File: config.mk
export PLATFORM = sky130hd
export DESIGN_NAME = fm_ult_framer_flat
export DESIGN_NICKNAME = d
export VERILOG_FILES = /design/src/rtl/fm_sb_pkg.sv /design/src/rtl/fm_ult_framer_if.sv /design/src/rtl/fm_framer_fifo.sv /design/src/rtl/fm_ult_framer.sv /design/src/flat_wrapper.sv
export SDC_FILE = /design/constraint.sdc
export NUM_CORES = 1
export LEC_CHECK = 0
export CORE_ASPECT_RATIO = 2
export CORE_MARGIN = 2
export CORE_UTILIZATION = 33
export DETAILED_ROUTE_END_ITERATION = 8
export SYNTH_ARGS = -nofsm -noshare
export SYNTH_HDL_FRONTEND = slang
export SYNTH_SLANG_ARGS = --single-unit
File: constraint.sdc
create_clock -name clk_hs -period 19.5 [get_ports clk_hs]
set_input_delay 3.9 -clock clk_hs [delete_from_list [all_inputs] [get_ports clk_hs]]
set_output_delay 3.9 -clock clk_hs [all_outputs]
set_load 0.02 [all_outputs]
File: src/rtl/fm_sb_pkg.sv
// Shared types and constants for the fast-monitoring spy-buffer path.
//   fm_rt              framed word as seen by a spy-buffer input (64-bit build)
//   fm_framer_state_t  output state machine of fm_ult_framer
//   fm_hdr_word        48-bit header payload {marker, frame_cnt, sb_id}
//   fm_trl_word        48-bit trailer payload {marker, wcnt[14:0], ovf, frame_cnt}
package fm_sb_pkg;

  localparam int unsigned FM_DATA_WIDTH = 64;

  localparam logic [15:0] FM_HDR_MARKER = 16'hFA57;
  localparam logic [15:0] FM_TRL_MARKER = 16'hE0F0;

  typedef struct packed {
    logic [FM_DATA_WIDTH-1:0] fm_data;
    logic                     fm_vld;
  } fm_rt;

  typedef enum logic [1:0] {
    StIdle,
    StHdr,
    StPayload,
    StTrl
  } fm_framer_state_t;

  function automatic logic [47:0] fm_hdr_word(logic [15:0] frame_cnt, logic [15:0] sb_id);
    return {FM_HDR_MARKER, frame_cnt, sb_id};
  endfunction

  // Only the low 15 bits of the word count fit next to the overflow flag.
  function automatic logic [47:0] fm_trl_word(logic [15:0] wcnt, logic ovf,
                                              logic [15:0] frame_cnt);
    return {FM_TRL_MARKER, wcnt[14:0], ovf, frame_cnt};
  endfunction

endpackage

File: src/rtl/fm_ult_framer_if.sv
// Stream bundle between a raw monitoring source, the framer and the spy buffer.
//   enable, in_data, in_vld, flush : raw stream and control into the framer
//   fm_data, fm_vld                : framed output word (the fm_rt fields)
//   out_sof, out_eof               : header / trailer markers for the framed word
// master: the side that owns the raw stream and consumes framed words.
// slave : the framer itself.
interface fm_ult_framer_if #(
  parameter int unsigned DATA_WIDTH = 64
);

  logic                  enable;
  logic [DATA_WIDTH-1:0] in_data;
  logic                  in_vld;
  logic                  flush;

  logic [DATA_WIDTH-1:0] fm_data;
  logic                  fm_vld;
  logic                  out_sof;
  logic                  out_eof;

  modport master (
    output enable, in_data, in_vld, flush,
    input  fm_data, fm_vld, out_sof, out_eof
  );

  modport slave (
    input  enable, in_data, in_vld, flush,
    output fm_data, fm_vld, out_sof, out_eof
  );

endinterface

File: src/rtl/fm_framer_fifo.sv
// Synchronous show-ahead FIFO used as the framer input buffer.
//   clk_hs, rst_hs : clock, asynchronous active-low reset
//   wr_en, wr_data : push (ignored while full)
//   rd_en          : pop (ignored while empty); rd_data shows the head word
//   full, empty    : occupancy flags from registered pointers
// FIFO_DEPTH must be a power of 2 and at least 2.
module fm_framer_fifo #(
  parameter int unsigned DATA_WIDTH = 64,
  parameter int unsigned FIFO_DEPTH = 8
) (
  input  logic                  clk_hs,
  input  logic                  rst_hs,
  input  logic                  wr_en,
  input  logic [DATA_WIDTH-1:0] wr_data,
  input  logic                  rd_en,
  output logic [DATA_WIDTH-1:0] rd_data,
  output logic                  full,
  output logic                  empty
);

  localparam int unsigned AW = $clog2(FIFO_DEPTH);

  // One extra pointer bit distinguishes full from empty.
  logic [AW:0]           wr_ptr_q, wr_ptr_d;
  logic [AW:0]           rd_ptr_q, rd_ptr_d;
  logic [DATA_WIDTH-1:0] mem_q [FIFO_DEPTH];
  logic                  do_wr, do_rd;

  assign empty   = (wr_ptr_q == rd_ptr_q);
  assign full    = (wr_ptr_q[AW] != rd_ptr_q[AW]) && (wr_ptr_q[AW-1:0] == rd_ptr_q[AW-1:0]);
  assign do_wr   = wr_en && !full;
  assign do_rd   = rd_en && !empty;
  assign rd_data = mem_q[rd_ptr_q[AW-1:0]];

  always_comb begin
    wr_ptr_d = wr_ptr_q;
    rd_ptr_d = rd_ptr_q;
    if (do_wr) wr_ptr_d = wr_ptr_q + (AW+1)'(1);
    if (do_rd) rd_ptr_d = rd_ptr_q + (AW+1)'(1);
  end

  always_ff @(posedge clk_hs or negedge rst_hs) begin
    if (!rst_hs) begin
      wr_ptr_q <= '0;
      rd_ptr_q <= '0;
    end else begin
      wr_ptr_q <= wr_ptr_d;
      rd_ptr_q <= rd_ptr_d;
    end
  end

  always_ff @(posedge clk_hs) begin
    if (do_wr) mem_q[wr_ptr_q[AW-1:0]] <= wr_data;
  end

endmodule

File: src/rtl/fm_ult_framer.sv
// Frames one raw monitoring stream into header / payload / trailer fm_rt words.
//   clk_hs, rst_hs : clock, asynchronous active-low reset
//   bus (slave)    : enable, in_data, in_vld, flush in; fm_data, fm_vld, out_sof, out_eof out
//   frame_cnt      : completed frames, wraps
//   drop_cnt       : words dropped on a full FIFO, saturates
// Build option FM_FRAMER_DROP_STATS_EN: when defined, drop_cnt counts and the trailer
// ovf bit reports drops within the frame; otherwise both read 0.
// DATA_WIDTH must be at least 48; FIFO_DEPTH a power of 2, at least 2.
module fm_ult_framer
  import fm_sb_pkg::*;
#(
  parameter int unsigned DATA_WIDTH = 64,
  parameter int unsigned FRAME_LEN  = 16,
  parameter int unsigned FIFO_DEPTH = 8,
  parameter logic [15:0] SB_ID      = 16'h0000
) (
  input  logic                clk_hs,
  input  logic                rst_hs,
  fm_ult_framer_if.slave      bus,
  output logic [15:0]         frame_cnt,
  output logic [31:0]         drop_cnt
);

  logic                  fifo_full, fifo_empty, fifo_wr, fifo_rd;
  logic [DATA_WIDTH-1:0] fifo_rd_data;
  logic                  drop;

  fm_framer_fifo #(
    .DATA_WIDTH (DATA_WIDTH),
    .FIFO_DEPTH (FIFO_DEPTH)
  ) u_fifo (
    .clk_hs  (clk_hs),
    .rst_hs  (rst_hs),
    .wr_en   (fifo_wr),
    .wr_data (bus.in_data),
    .rd_en   (fifo_rd),
    .rd_data (fifo_rd_data),
    .full    (fifo_full),
    .empty   (fifo_empty)
  );

  // Full is the pre-edge flag, so a same-cycle pop never rescues a write.
  assign fifo_wr = bus.in_vld && bus.enable && !fifo_full;
  assign drop    = bus.in_vld && bus.enable && fifo_full;

  fm_framer_state_t      state_q, state_d;
  logic [15:0]           wcnt_q, wcnt_d;
  logic [15:0]           frame_cnt_q, frame_cnt_d;
  logic                  flush_q, flush_d;
  logic [DATA_WIDTH-1:0] data_q, data_d;
  logic                  vld_q, vld_d, sof_q, sof_d, eof_q, eof_d;
  logic                  flush_pend, close;
  logic                  ovf;

  always_comb begin
    state_d     = state_q;
    wcnt_d      = wcnt_q;
    frame_cnt_d = frame_cnt_q;
    flush_d     = flush_q;
    data_d      = '0;
    vld_d       = 1'b0;
    sof_d       = 1'b0;
    eof_d       = 1'b0;
    fifo_rd     = 1'b0;
    close       = 1'b0;
    // A raw pulse counts immediately only once the frame is in its payload phase.
    flush_pend  = flush_q || (bus.flush && state_q == StPayload);

    unique case (state_q)
      StIdle: begin
        if (!fifo_empty) begin
          flush_d = flush_q || bus.flush;
          state_d = StHdr;
          wcnt_d  = '0;
          data_d  = DATA_WIDTH'(fm_hdr_word(frame_cnt_q, SB_ID));
          vld_d   = 1'b1;
          sof_d   = 1'b1;
        end
      end
      // The header is on the output during StHdr, so that cycle already pops payload.
      StHdr, StPayload: begin
        if (bus.flush && (state_q == StPayload || !fifo_empty)) flush_d = 1'b1;
        if (wcnt_q == 16'(FRAME_LEN) || (flush_pend && fifo_empty)) begin
          close   = 1'b1;
          flush_d = 1'b0;
          state_d = StTrl;
          data_d  = DATA_WIDTH'(fm_trl_word(wcnt_q, ovf, frame_cnt_q));
          vld_d   = 1'b1;
          eof_d   = 1'b1;
        end else begin
          state_d = StPayload;
          if (!fifo_empty) begin
            fifo_rd = 1'b1;
            data_d  = fifo_rd_data;
            vld_d   = 1'b1;
            wcnt_d  = wcnt_q + 16'd1;
          end
        end
      end
      StTrl: begin
        // Only a flush for a frame that is already queued survives the trailer.
        if (bus.flush && !fifo_empty) flush_d = 1'b1;
        state_d = StIdle;
      end
      default: state_d = StIdle;
    endcase

    if (close) frame_cnt_d = frame_cnt_q + 16'd1;
  end

  always_ff @(posedge clk_hs or negedge rst_hs) begin
    if (!rst_hs) begin
      state_q     <= StIdle;
      wcnt_q      <= '0;
      frame_cnt_q <= '0;
      flush_q     <= 1'b0;
      data_q      <= '0;
      vld_q       <= 1'b0;
      sof_q       <= 1'b0;
      eof_q       <= 1'b0;
    end else begin
      state_q     <= state_d;
      wcnt_q      <= wcnt_d;
      frame_cnt_q <= frame_cnt_d;
      flush_q     <= flush_d;
      data_q      <= data_d;
      vld_q       <= vld_d;
      sof_q       <= sof_d;
      eof_q       <= eof_d;
    end
  end

`ifdef FM_FRAMER_DROP_STATS_EN
  logic        ovf_q, ovf_d;
  logic [31:0] drop_cnt_q, drop_cnt_d;

  always_comb begin
    drop_cnt_d = drop_cnt_q;
    if (drop && drop_cnt_q != 32'hFFFF_FFFF) drop_cnt_d = drop_cnt_q + 32'd1;
    // A drop on the closing cycle belongs to the next frame.
    ovf_d = close ? drop : (ovf_q || drop);
  end

  always_ff @(posedge clk_hs or negedge rst_hs) begin
    if (!rst_hs) begin
      ovf_q      <= 1'b0;
      drop_cnt_q <= '0;
    end else begin
      ovf_q      <= ovf_d;
      drop_cnt_q <= drop_cnt_d;
    end
  end

  assign ovf      = ovf_q;
  assign drop_cnt = drop_cnt_q;
`else
  logic unused_drop;
  assign unused_drop = drop;
  assign ovf         = 1'b0;
  assign drop_cnt    = '0;
`endif

  assign bus.fm_data = data_q;
  assign bus.fm_vld  = vld_q;
  assign bus.out_sof = sof_q;
  assign bus.out_eof = eof_q;
  assign frame_cnt   = frame_cnt_q;

endmodule

File: src/flat_wrapper.sv
// flat-port wrapper written by rule: the top's interface ports become plain ports
module fm_ult_framer_flat import fm_sb_pkg::*;
#(
  parameter int unsigned DATA_WIDTH = 64,
  parameter int unsigned FRAME_LEN  = 16,
  parameter int unsigned FIFO_DEPTH = 8,
  parameter logic [15:0] SB_ID      = 16'h0000
)
  (clk_hs, rst_hs, frame_cnt, drop_cnt, bus_enable, bus_in_data, bus_in_vld, bus_flush, bus_fm_data, bus_fm_vld, bus_out_sof, bus_out_eof);
  fm_ult_framer_if #(.DATA_WIDTH(DATA_WIDTH)) bus_i ();
  input  logic clk_hs;
  input  logic rst_hs;
  output logic [15:0] frame_cnt;
  output logic [31:0] drop_cnt;
  input wire logic [$bits(bus_i.enable)-1:0] bus_enable;
  input wire logic [$bits(bus_i.in_data)-1:0] bus_in_data;
  input wire logic [$bits(bus_i.in_vld)-1:0] bus_in_vld;
  input wire logic [$bits(bus_i.flush)-1:0] bus_flush;
  output wire logic [$bits(bus_i.fm_data)-1:0] bus_fm_data;
  output wire logic [$bits(bus_i.fm_vld)-1:0] bus_fm_vld;
  output wire logic [$bits(bus_i.out_sof)-1:0] bus_out_sof;
  output wire logic [$bits(bus_i.out_eof)-1:0] bus_out_eof;
  assign bus_i.enable = bus_enable;
  assign bus_i.in_data = bus_in_data;
  assign bus_i.in_vld = bus_in_vld;
  assign bus_i.flush = bus_flush;
  assign bus_fm_data = bus_i.fm_data;
  assign bus_fm_vld = bus_i.fm_vld;
  assign bus_out_sof = bus_i.out_sof;
  assign bus_out_eof = bus_i.out_eof;
  fm_ult_framer #(.DATA_WIDTH(DATA_WIDTH), .FRAME_LEN(FRAME_LEN), .FIFO_DEPTH(FIFO_DEPTH), .SB_ID(SB_ID)) u_core (.clk_hs(clk_hs), .rst_hs(rst_hs), .bus(bus_i), .frame_cnt(frame_cnt), .drop_cnt(drop_cnt));
endmodule
# Word-level counts from Yosys, hierarchy flattened
# Memories as Yosys holds them, arrays and structs flattened.
# Index checks and enable logic that the tools add are counted.
[totals] ff_bits=110 mem_bits_rw=512 inputBits=69 output_inout_bits=115 elab_cells=73 memories=1
[op_classes] addsub=4 eq_ne=12 mux=26 reduce_logical=20
[mem_list] memory="u_core.u_fifo.mem_q" depth=8 width=64 read_ports=1 rd_ports_with_merged_regs=0 wr=1 line_no="fm_framer_fifo.sv:26" source="logic [DATA_WIDTH-1:0] mem_q [FIFO_DEPTH];"
[ops] operator="64-bit 2-to-1 mux" count=2
[ops] operator="64-bit case mux with 2 select lines" count=1
[ops] operator="16-bit 2-to-1 mux" count=3
[ops] operator="48-bit 2-to-1 mux" count=1
[ops] operator="16-bit by 1-bit adder with 16-bit output, second input constant" count=2
[ops] operator="16-bit case mux with 2 select lines" count=1
[ops] operator="16-bit by 5-bit == test with 1-bit output, second input constant" count=1
[ops] operator="1-bit 2-to-1 mux" count=14
[ops] operator="1-bit logical AND" count=9
[ops] operator="4-bit by 1-bit adder with 4-bit output, second input constant" count=2
[ops] operator="2-bit != test, second input constant" count=3
[ops] operator="2-bit case mux with 3 select lines" count=1
[ops] operator="2-bit == test, second input constant" count=2
[ops] operator="4-bit == test" count=1
[ops] operator="1-bit logical OR" count=4
[ops] operator="4-bit AND reduction" count=1
[ops] operator="3-bit == test" count=1
[ops] operator="3-bit by 1-bit != test with 1-bit output, second input constant" count=1
[ops] operator="1-bit case mux with 3 select lines" count=1
[ops] operator="3-bit AND reduction" count=1
[ops] operator="2-bit by 1-bit == test with 1-bit output, second input constant" count=1
[ops] operator="1-bit zero test" count=2
[ops] operator="2-bit zero test" count=1
[ops] operator="2-bit 2-to-1 mux" count=1
[ops] operator="other kinds (5)" count=5

# Logic depth before layout (Yosys ltp)
[depth] word_depth=8 ltp_mapped=9 ltp_nobuf=7

# Modules after synthesis
# A second synthesis with hierarchy kept.
[hier_totals] cells_unflattened=1224 area_unflattened_um2=24384.6
[by_module_without_submodules] module="fm_framer_fifo" n_inst=1 cells_per_inst=798 area_per_inst_um2=19797.7 seq_area_each_um2=15574.9
[by_module_without_submodules] module="fm_ult_framer" n_inst=1 cells_per_inst=426 area_per_inst_um2=4586.9 seq_area_each_um2=2552.4

# Least setup slack after synthesis
# No wires, ideal clock.
[synth_timing] kind="input to register" start="input port bus_in_vld" end="memory u_core.u_fifo.mem_q[6][0] (enable)" setup_time_ps=578 t_arrival_ps=9088 required_time_ps=18922 slack_ps=9834 cell_stages=4 path_buffers=0 path_cell_list="and2_0 > o41a_1 > nand2_1 > nor3b_1"
[synth_via] elab_chain_cells=5
[synth_rtl] element="start, declared" line_no="flat_wrapper.sv:17" source="input wire logic [$bits(bus_i.in_vld)-1:0] bus_in_vld;"
[synth_rtl] element="1-bit logical AND (2 in a row)" line_no="fm_ult_framer.sv:43" source="assign fifo_wr = bus.in_vld && bus.enable && !fifo_full;"
[synth_rtl] element="1-bit logical AND" line_no="fm_framer_fifo.sv:31" source="assign do_wr = wr_en && !full;"
[synth_rtl] element="1-bit 2-to-1 mux" line_no="fm_framer_fifo.sv:53" source="if (do_wr) mem_q[wr_ptr_q[AW-1:0]] <= wr_data;"
[synth_rtl] element="1-bit 2-to-1 mux (not written as such)" line_no="fm_framer_fifo.sv:53"
[synth_rtl] element="end, declared" line_no="fm_framer_fifo.sv:26"
# No other way between the ends.

# Worst setup path in the final report
[layout_timing] start="input port bus_in_vld" end="memory u_core.u_fifo.mem_q[6][10] (enable)"
# Same word-level chain as after synthesis.

==> flow_metrics.tcl <==
set metrics [dict create \
    vias_per_cell 4.97 \
    syn_area_per_cell_um2 20.3 \
    crit_end "u_core.u_fifo.mem_q[6][10]$_DFFE_PP_" \
    seq_area_um2 18100 \
    grt_first_pass_wirelength_mm 82.6 \
    core_area_um2 72700 \
    multi_input_area_um2 5600 \
    cap_violations 0 \
    num_vias 11500 \
    clkPwrFrac 0.252 \
    syn_to_final_growth_pct 17.0 \
    synth.distinct_cells 61 \
    cts_max_path_buffers 3 \
    grt_max_degree 81 \
    final_layout_size_suffix_gt1_frac 0.189 \
    grt_pass1_vias 12400 \
    grt_setup_unrepaired "false" \
    place_hpwl_mm 35.4 \
    ir_worst_vdd_mv 0.0814 \
    io_buffer_count 151 \
    p_per_area_nw_per_um2 141 \
    cp.arrival_ns 6.72 \
    rr_endpoint "u_core.u_fifo.mem_q[6][10]$_DFFE_PP_" \
    clkTransAtPathRegs_ns 0.07 \
    r2r-start "u_core.u_fifo.rd_ptr_q[0]$_DFFE_PN0P_" \
    start_kind "input port" \
    drc 0 \
    worstSetupPathType "input port to register" \
    min_period_ns 6.50 \
    io_pins 184 \
    rrSetupSlack_ns 15.61 \
    die_w_um 195 \
    drt-pass1-iter-count 5 \
    cts_hold_buf 0 \
    max_stage_delay_ns 0.83 \
    chipHeight_um 387 \
    tritoncts "yes" \
    cts_resized 0 \
    clock-sinks 622 \
    cts_root_buffer "clkbuf_16" \
    wl_mm 55.3 \
    ys_warn_count 0 \
    synth-seq-cells 622 \
    relSlewSlack 0.285 \
    comb_power_share 0.313 \
    fin_nets 1437 \
    synth_ff_type "edfxtp_1" \
    slowest_stage "nor3b_2" \
    async_flop_share 0.177 \
    p_int_mw 2.69 \
    antenna_found_initial 11 \
    track_usage 0.147 \
    synth_edf_count 512 \
    finalSetupViolCount 0 \
    cts_setup_buffers 0 \
    grt-ovfl-total 0 \
    power.switching_mw 1.31 \
    fin_skew_ns 0.0289 \
    report.final.slew_viol_count 0 \
    power_leakage_nw 9.46 \
    synth_area_um2 24200 \
    critPathTopFamily "simple AND/OR/NAND/NOR gates" \
    status "completed" \
    dpl.cell_count 2230 \
    critPathMaxFanout 42 \
    holdWs_ns 0.543 \
    clkLatencyLatePin_ns 0.61 \
    yosysTopAreaCell "edfxtp_1" \
    power_frac_seq 0.435 \
    post-route-util 0.389 \
    initial_core_util 0.332 \
    p_total_mw 4.00 \
    swShare 0.328 \
    die_area_um2 75500 \
    htree_levels 2 \
    yosysTopAreaCellShare 0.637 \
    postSynthCellCount 1192 \
    numCtsBuffers 50 \
    fillers 6426 \
    required_ns 19.72 \
    period_share 0.333 \
    drtIter0Drc 752 \
    worstPathCellList "clkdlybuf4s50_1, and2_0, o41a_1, nand2_1, nor3b_2, buf_4" \
    ff2ff_path_depth 5 \
    end_kind "register" \
    timing.fmax_mhz 154 \
    yosysSeqAreaShare 0.751 \
    holdCritPathClass "register to register" \
    hold_viol 0 \
    crit_path_start "bus_in_vld" \
    rows 140 \
    drtAntennaViolNets 0 \
    path_buf_inv 2 \
    fin_cells 2324 \
    gp_congestion 0.753 \
    synthTopCellsByArea "edfxtp_1 64%, mux4_2 12%, dfrtp_1 11%" \
    routedWlPerCell_um 23.8 \
    worstSetupPathDepth 6 \
    setup_tns_ns 0 \
    worstMarginPinSlew_ns 1.07 \
]
[cells in the final DEF (no fill, tap or decap), types with 9 or more instances in the layout]
cell,synthesis,routed
buf_4,35,23
clkbuf_1,20,13
clkbuf_16,0,51
clkdlybuf4s50_1,0,150
clkinv_2,0,9
conb_1,1,32
dfrtp_1,110,107
edfxtp_1,512,512
ha_1,9,9
inv_1,13,14
mux2i_1,60,60
mux4_2,128,128
nand2_1,34,33
nand3_1,17,17
nor2_1,48,46
o21ai_0,13,13
o221ai_1,9,9
o2bb2ai_1,12,12
xnor2_1,22,22
xor2_1,12,12
[cell families (layout without fill, tap and decap cells)]
logic type / count (synthesis) / in the layout / share of synthesized area
muxes: 197 / 197 / 0.148
xor gates and xnor gates: 38 / 38 / 0.0155
DFF: 622 / 622 / 0.751
and+or+nand+nor: 147 / 147 / 0.0301
AOI/OAI and AO/OA: 75 / 75 / 0.0264
adders and majority gates: 9 / 9 / 0.00466
other: 1 / 33 / 0.000155
buffers and inverters: 103 / 280 / 0.0243
[worst min path at each step]
stage	start	endpoint	slack (ns)	depth (start not counted)
floorplan	u_core.wcnt_q[0]$_DFFE_PN0P_	u_core.wcnt_q[0]$_DFFE_PN0P_	0.49	1
global placement	u_core.wcnt_q[0]$_DFFE_PN0P_	u_core.wcnt_q[0]$_DFFE_PN0P_	0.52	1
detailed placement	u_core.wcnt_q[0]$_DFFE_PN0P_	u_core.wcnt_q[0]$_DFFE_PN0P_	0.53	1
CTS	u_core.wcnt_q[0]$_DFFE_PN0P_	u_core.wcnt_q[0]$_DFFE_PN0P_	0.54	1
global route	u_core.wcnt_q[0]$_DFFE_PN0P_	u_core.wcnt_q[0]$_DFFE_PN0P_	0.56	1
finish	u_core.wcnt_q[0]$_DFFE_PN0P_	u_core.wcnt_q[0]$_DFFE_PN0P_	0.54	1
[Yosys cell counts (all sizes together) (12+ instances only)]
| master | instances |
|---|---|
| edfxtp | 512 |
| nor2 | 51 |
| xnor2 | 22 |
| clkbuf | 20 |
| buf | 70 |
| o2bb2ai | 12 |
| dfrtp | 110 |
| nand2 | 34 |
| xor2 | 16 |
| mux2i | 60 |
| o21ai | 15 |
| nand3 | 17 |
| mux4 | 128 |
| inv | 13 |
[power by group through the flow]
stage / logic [mW] / registers [mW] / clock network, mW
detailed placement: 1.28 / 1.77 / 0
finish: 1.25 / 1.74 / 1.01
global placement: 1.27 / 1.77 / 0
global route: 1.36 / 1.76 / 1.08
CTS: 1.29 / 1.74 / 1.03
floorplan: 0.841 / 1.76 / 0
[state kept, by name, indices dropped and copies added, names as in the netlist]
signal                  flops
u_core.u_fifo.rd_ptr_q      4
u_core.bus.out_sof          1
u_core.bus.out_eof          1
u_core.bus.fm_data         64
u_core.bus.fm_vld           1
u_core.wcnt_q              16
u_core.u_fifo.mem_q       512
u_core.flush_q              1
u_core.u_fifo.wr_ptr_q      4
u_core.frame_cnt           16
u_core.state_q              2
[area by class of cell]
class | instances | share of cell area
Tap cell | 923 | 0.0409
Inverter | 13 | 0.00173
Clock inverter | 24 | 0.00815
Antenna cell | 1 | 0.0000886
Timing Repair Buffer | 174 | 0.0596
Clock buffer | 69 | 0.0493
Sequential cell | 622 | 0.642
Multi-Input combinational cell | 498 | 0.198
[metrics by stage]
step	setup slack [ns]	area, um^2
floorplan	9.83	24300
global placement	12.38	26600
detailed placement	12.32	26600
CTS	12.96	28300
global route	12.83	28300
finish	13.00	28300
[per-layer routing]
metal	share of wire	vias up	GRT usage
met4	0.030	14	0.0516
met1	0.39	6077	0.175
met3	0.046	102	0.0257
met2	0.54	324	0.267
met5	0.0017	-	0
li1	-	5030	-
Note: power is estimated with default switching activity, not from simulation.
